**config.mk**
```make
export PLATFORM = sky130hd
export DESIGN_NAME = writeback
export DESIGN_NICKNAME = d
export VERILOG_FILES = /design/src/rtl/writeback.sv
export SDC_FILE = /design/constraint.sdc
export NUM_CORES = 2
export LEC_CHECK = 0
export CAP_MARGIN = 10
export CELL_PAD_IN_SITES_DETAIL_PLACEMENT = 1
export CELL_PAD_IN_SITES_GLOBAL_PLACEMENT = 1
export CORE_MARGIN = 5
export CORE_UTILIZATION = 52
export DETAILED_ROUTE_END_ITERATION = 7
export PLACE_DENSITY_LB_ADDON = 0.1
export SETUP_SLACK_MARGIN = 0.3
export SLEW_MARGIN = 10
export SYNTH_ARGS = -nofsm -noshare
export SYNTH_HDL_FRONTEND = slang
export SYNTH_SLANG_ARGS = --single-unit
```
**constraint.sdc**
```tcl
create_clock -name CLK -period 76.9 [get_ports CLK]
set_clock_uncertainty 0.1 [all_clocks]
set_input_delay 11.535 -clock CLK [delete_from_list [all_inputs] [get_ports CLK]]
set_output_delay 11.535 -clock CLK [all_outputs]
set_load 0.005 [all_outputs]
```
**src/rtl/writeback.sv**
```systemverilog
// writeback: final RV32I pipeline stage.
// Latches the memory-read stage outputs (M_*) into the W stage and commits
// the W-stage destination value into the 32-entry register file when the
// stage advances. Two combinational read ports serve decode and bypass the
// not-yet-committed W-stage value. INSTRET counts committed instructions.
//
// Ports:
//   CLK, RST             clock, asynchronous active-high reset
//   STALL                hold W stage; no latch, no commit, no count
//   M_PC/M_INST/M_VALID/M_REG_D/M_REG_D_V   incoming instruction
//   RS1_ADDR/RS2_ADDR    read indices, RS1_DATA/RS2_DATA read data
//   W_PC/W_INST/W_VALID/W_REG_D/W_REG_D_V   W-stage contents
//   INSTRET              retired-instruction counter (wraps)
module writeback #(
    parameter int unsigned INSTRET_W = 64
) (
    input  logic                 CLK,
    input  logic                 RST,
    input  logic                 STALL,
    input  logic [31:0]          M_PC,
    input  logic [31:0]          M_INST,
    input  logic                 M_VALID,
    input  logic [4:0]           M_REG_D,
    input  logic [31:0]          M_REG_D_V,
    input  logic [4:0]           RS1_ADDR,
    input  logic [4:0]           RS2_ADDR,
    output logic [31:0]          RS1_DATA,
    output logic [31:0]          RS2_DATA,
    output logic [31:0]          W_PC,
    output logic [31:0]          W_INST,
    output logic                 W_VALID,
    output logic [4:0]           W_REG_D,
    output logic [31:0]          W_REG_D_V,
    output logic [INSTRET_W-1:0] INSTRET
);

    logic [31:0]          w_pc_q,      w_pc_d;
    logic [31:0]          w_inst_q,    w_inst_d;
    logic                 w_valid_q,   w_valid_d;
    logic [4:0]           w_reg_d_q,   w_reg_d_d;
    logic [31:0]          w_reg_d_v_q, w_reg_d_v_d;
    logic [INSTRET_W-1:0] instret_q,   instret_d;
    logic [31:0]          regs_q [32];
    logic [31:0]          regs_d [32];

    // Next-state: the instruction currently in W commits on the same edge
    // that the new one is latched, so both use the pre-edge W contents.
    always_comb begin
        w_pc_d      = w_pc_q;
        w_inst_d    = w_inst_q;
        w_valid_d   = w_valid_q;
        w_reg_d_d   = w_reg_d_q;
        w_reg_d_v_d = w_reg_d_v_q;
        instret_d   = instret_q;
        regs_d      = regs_q;
        if (!STALL) begin
            if (w_valid_q) begin
                instret_d = instret_q + INSTRET_W'(1);
                if (w_reg_d_q != 5'd0) begin
                    regs_d[w_reg_d_q] = w_reg_d_v_q;
                end
            end
            w_pc_d      = M_PC;
            w_inst_d    = M_INST;
            w_valid_d   = M_VALID;
            w_reg_d_d   = M_REG_D;
            w_reg_d_v_d = M_REG_D_V;
        end
    end

    always_ff @(posedge CLK or posedge RST) begin
        if (RST) begin
            w_pc_q      <= '0;
            w_inst_q    <= '0;
            w_valid_q   <= 1'b0;
            w_reg_d_q   <= '0;
            w_reg_d_v_q <= '0;
            instret_q   <= '0;
            for (int unsigned i = 0; i < 32; i++) begin
                regs_q[i] <= '0;
            end
        end else begin
            w_pc_q      <= w_pc_d;
            w_inst_q    <= w_inst_d;
            w_valid_q   <= w_valid_d;
            w_reg_d_q   <= w_reg_d_d;
            w_reg_d_v_q <= w_reg_d_v_d;
            instret_q   <= instret_d;
            for (int unsigned i = 0; i < 32; i++) begin
                regs_q[i] <= regs_d[i];
            end
        end
    end

    // Read ports: x0 is hardwired zero; a valid W-stage write to the same
    // index takes priority over the register file (also while stalled).
    always_comb begin
        if (RS1_ADDR == 5'd0) begin
            RS1_DATA = '0;
        end else if (w_valid_q && (w_reg_d_q == RS1_ADDR)) begin
            RS1_DATA = w_reg_d_v_q;
        end else begin
            RS1_DATA = regs_q[RS1_ADDR];
        end

        if (RS2_ADDR == 5'd0) begin
            RS2_DATA = '0;
        end else if (w_valid_q && (w_reg_d_q == RS2_ADDR)) begin
            RS2_DATA = w_reg_d_v_q;
        end else begin
            RS2_DATA = regs_q[RS2_ADDR];
        end
    end

    assign W_PC      = w_pc_q;
    assign W_INST    = w_inst_q;
    assign W_VALID   = w_valid_q;
    assign W_REG_D   = w_reg_d_q;
    assign W_REG_D_V = w_reg_d_v_q;
    assign INSTRET   = instret_q;

endmodule

```
==> impl_metrics.ini <==
[run_status]
status = complete, no violations

[sta]
relSlewSlack_pct = 22.70
finalHoldViolCount = 0
setup_violations = 0
slew_viol_final = 0
tns_ns = 0
rsz0062_at_grt = false
fin_crit_sh_pct = 35.56
max_freq_ghz = 0.03657
worstMarginPinSlew_ns = 1.159
finalCriticalPeriod_ns = 27.34

[placement]
hpwl_mm = 111.4
port_buffers = 344
place_inst = 5729
place_congestion = 0.7931

[synthesis]
ys_seq_elements = 1190
yosysSeqAreaShare_pct = 47.95
yosys.area_share.simple_pct = 2.663
synth_nets = 4235
synth_mux_area_share_pct = 42.10
netlist_area_um2 = 62100
synth.most_common_cell = dfrtp_1
synth_cell_type_count = 63
synth_top_area_share_pct = 47.95
post_synth.cell_area_avg_um2 = 15.08
synth_cells = 4119
synth_top_flop_cell = dfrtp_1
synth_top_family_by_area = multiplexers
ys_warn_count = 0
synth_compound_area_share_pct = 2.744
synthAdderAreaFrac_pct = 0.02015
synth-edff-count = 0
ys_top_cells_by_area = dfrtp_1 48%, mux2_2 20%, mux4_2 18%, mux2i_1 3.7%, clkbuf_1 1.3%
netlist_top_cells_count = 1190 x dfrtp_1, 1076 x mux2_2, 501 x mux4_2
synthXorXnorAreaFrac_pct = 1.030
ys_async_sr_fraction_pct = 100.0
yosys.area.top_type = dfrtp_1

[min_path]
min_path_type = register to register

[setup_path]
cp_cell_sequence = buf_8, buf_4, buf_4, mux4_2, mux4_2, a22o_1, a21oi_1, a21oi_1, clkdlybuf4s50_1
cp.arrival_ns = 15.71
cp-end-kind = output port
slowest_delay_ns = 0.79
critPathMaxFanout = 73
startpoint_type = input pin
path_class = input pin to output port
worst_path_max_delay_cell = buf_4
path_buf_inv = 4
worst_ep_required_time_ns = 65.26
critical-path-top-delay-family = buffers and inverters

[clock_network]
cts_num_sinks = 1190
postCtsHoldBufs = 0
clockBufferDepth = 3
postCtsSetupRepairBufs = 0
cts-resized-gates = 0
cts_tree = done
clkLatencyLatePin_ns = 0.75
clk_pin_slew_ns = 0.05
cts-root-buf = clkbuf_16
h-tree-depth = 4
cts-buffers-inserted = 138

[power_and_ir_drop]
power.density_nw_per_um2 = 27.09
p_leak_nw = 31.51
irDropWorstVdd_mv = 0.02404

[flow_run]
drv_cap = 0

[detailed_routing]
routed_wl_mm = 203.0
met2_length_mm = 96.15
drc_errors = 0
wl_per_cell_um = 34.03
drt-initial-drc-count = 3808
met1Wirelength_mm = 85.37
wl_met3_mm = 14.38
drtAntennaViolNets = 0
vias_per_cell = 6.743
highest_layer = met5
first_pass_iters = 7
vias = 40230

[cells_and_area]
nNetsFinal = 4385
final_cells = 5966
drive_gt1_share_pct = 44.59
area_growth_pct = 14.25
nFillCells = 10740

[global_routing]
track_usage_pct = 32.30
antenna_found_initial = 7
grt_pass1_vias = 43330
grt_pass1_wl_mm = 302.2
grt_overflow = 0
grt_start_max_net_pins = 176

[die]
core_um2 = 118400
start_util_pct = 52.45
fp.dieW_um = 355.6
std_cell_rows = 126
fp.dieH_um = 355.6
ios = 345
die-area_um2 = 126400
-- state kept, by name, indices dropped and copies added, names as in the netlist --
name / count
INSTRET: 64
W_INST: 32
W_PC: 32
W_REG_D: 5
W_REG_D_V: 32
W_VALID: 1
regs_q: 1024
-- path summary, 6_finish.rpt --
kind / startpoint / to / slack, ns / cells after the start
hold reg to reg: regs_q[1007] / regs_q[1007] / 0.29 / 0
setup / recovery: RS1_ADDR[0] / RS1_DATA[7] / 49.56 / 9
max in group asynchronous: RST / regs_q[498] / 62.12 / 5
hold / removal: regs_q[1007] / regs_q[1007] / 0.29 / 0
setup reg to reg: W_VALID / regs_q[345] / 73.13 / 6
min in group asynchronous: RST / W_REG_D_V[5] / 11.21 / 2
-- routing by layer --
layer  track usage [%]  up-vias
met5                 0        -
met4             10.44        2
met3             6.173      376
met2             51.15     1602
met1             45.62    22150
li1                  -    16100
-- cells by family (layout without fill, tap and decap cells) --
| group | after synthesis | count (layout) |
|---|---|---|
| AOI/OAI and AO/OA | 254 | 254 |
| other | 0 | 2 |
| adders and majority gates | 1 | 1 |
| DFF | 1190 | 1190 |
| xor gates and xnor gates | 73 | 73 |
| and+or+nand+nor | 317 | 317 |
| muxes | 1840 | 1840 |
| buffers and inverters | 444 | 689 |
-- through the flow --
stage,hold slack (ns),setup WS [ns],utilization (%),power (W),instance area [um2]
finish,0.2927,49.56,59.93,0.001922,70960
global route,0.3042,49.14,59.93,0.002004,70950
CTS,0.2956,49.38,59.93,0.001929,70950
detailed placement,0.2836,49.38,56.16,0.001267,66490
global placement,0.2769,49.40,56.16,0.001246,66490
floorplan,0.3385,31.74,-,0.001131,62100
-- placed cells by master (no fill, tap or decap), types with 7 or more instances in the layout --
cell type        instances
a21oi_1                 34
o22ai_1                 44
o21ai_0                 67
and3_1                  26
dfrtp_1               1190
clkdlybuf4s50_1        334
nor2_4                  16
a221o_1                 11
mux2_2                1076
xor2_1                  10
mux2_1                  26
clkbuf_16              145
nand4_1                 32
nor2_1                  63
nand3_1                 54
nand2b_1                 7
nand2_1                 41
nand2_4                 15
nor3_1                   8
mux2i_1                232
nand3b_1                 8
a31oi_1                  7
clkbuf_1                36
clkinv_2                15
a221oi_1                35
xnor2_1                 63
mux4_2                 501
and4_1                   7
clkbuf_8                31
a22oi_1                 13
buf_4                  102
-- power breakdown --
part,switching [W],internal [W]
sequential,0.000104,0.000753
combinational,0.000159,0.000250
clock,0.000264,0.000392
total,0.000527,0.00140
-- area by class of cell --
class / instances / area [um2] / share of cell area (%)
multi-input cells: 2485 / 30410 / 42.85
flip-flops and latches: 1190 / 29780 / 41.97
repair buffers: 447 / 4268 / 6.015
clock buffers: 212 / 4190 / 5.905
well taps: 1600 / 2002 / 2.821
clock inverters: 23 / 271.5 / 0.3826
inverters: 7 / 33.78 / 0.04761
diodes: 2 / 5.005 / 0.007053
(Power assumes the default switching activity.)
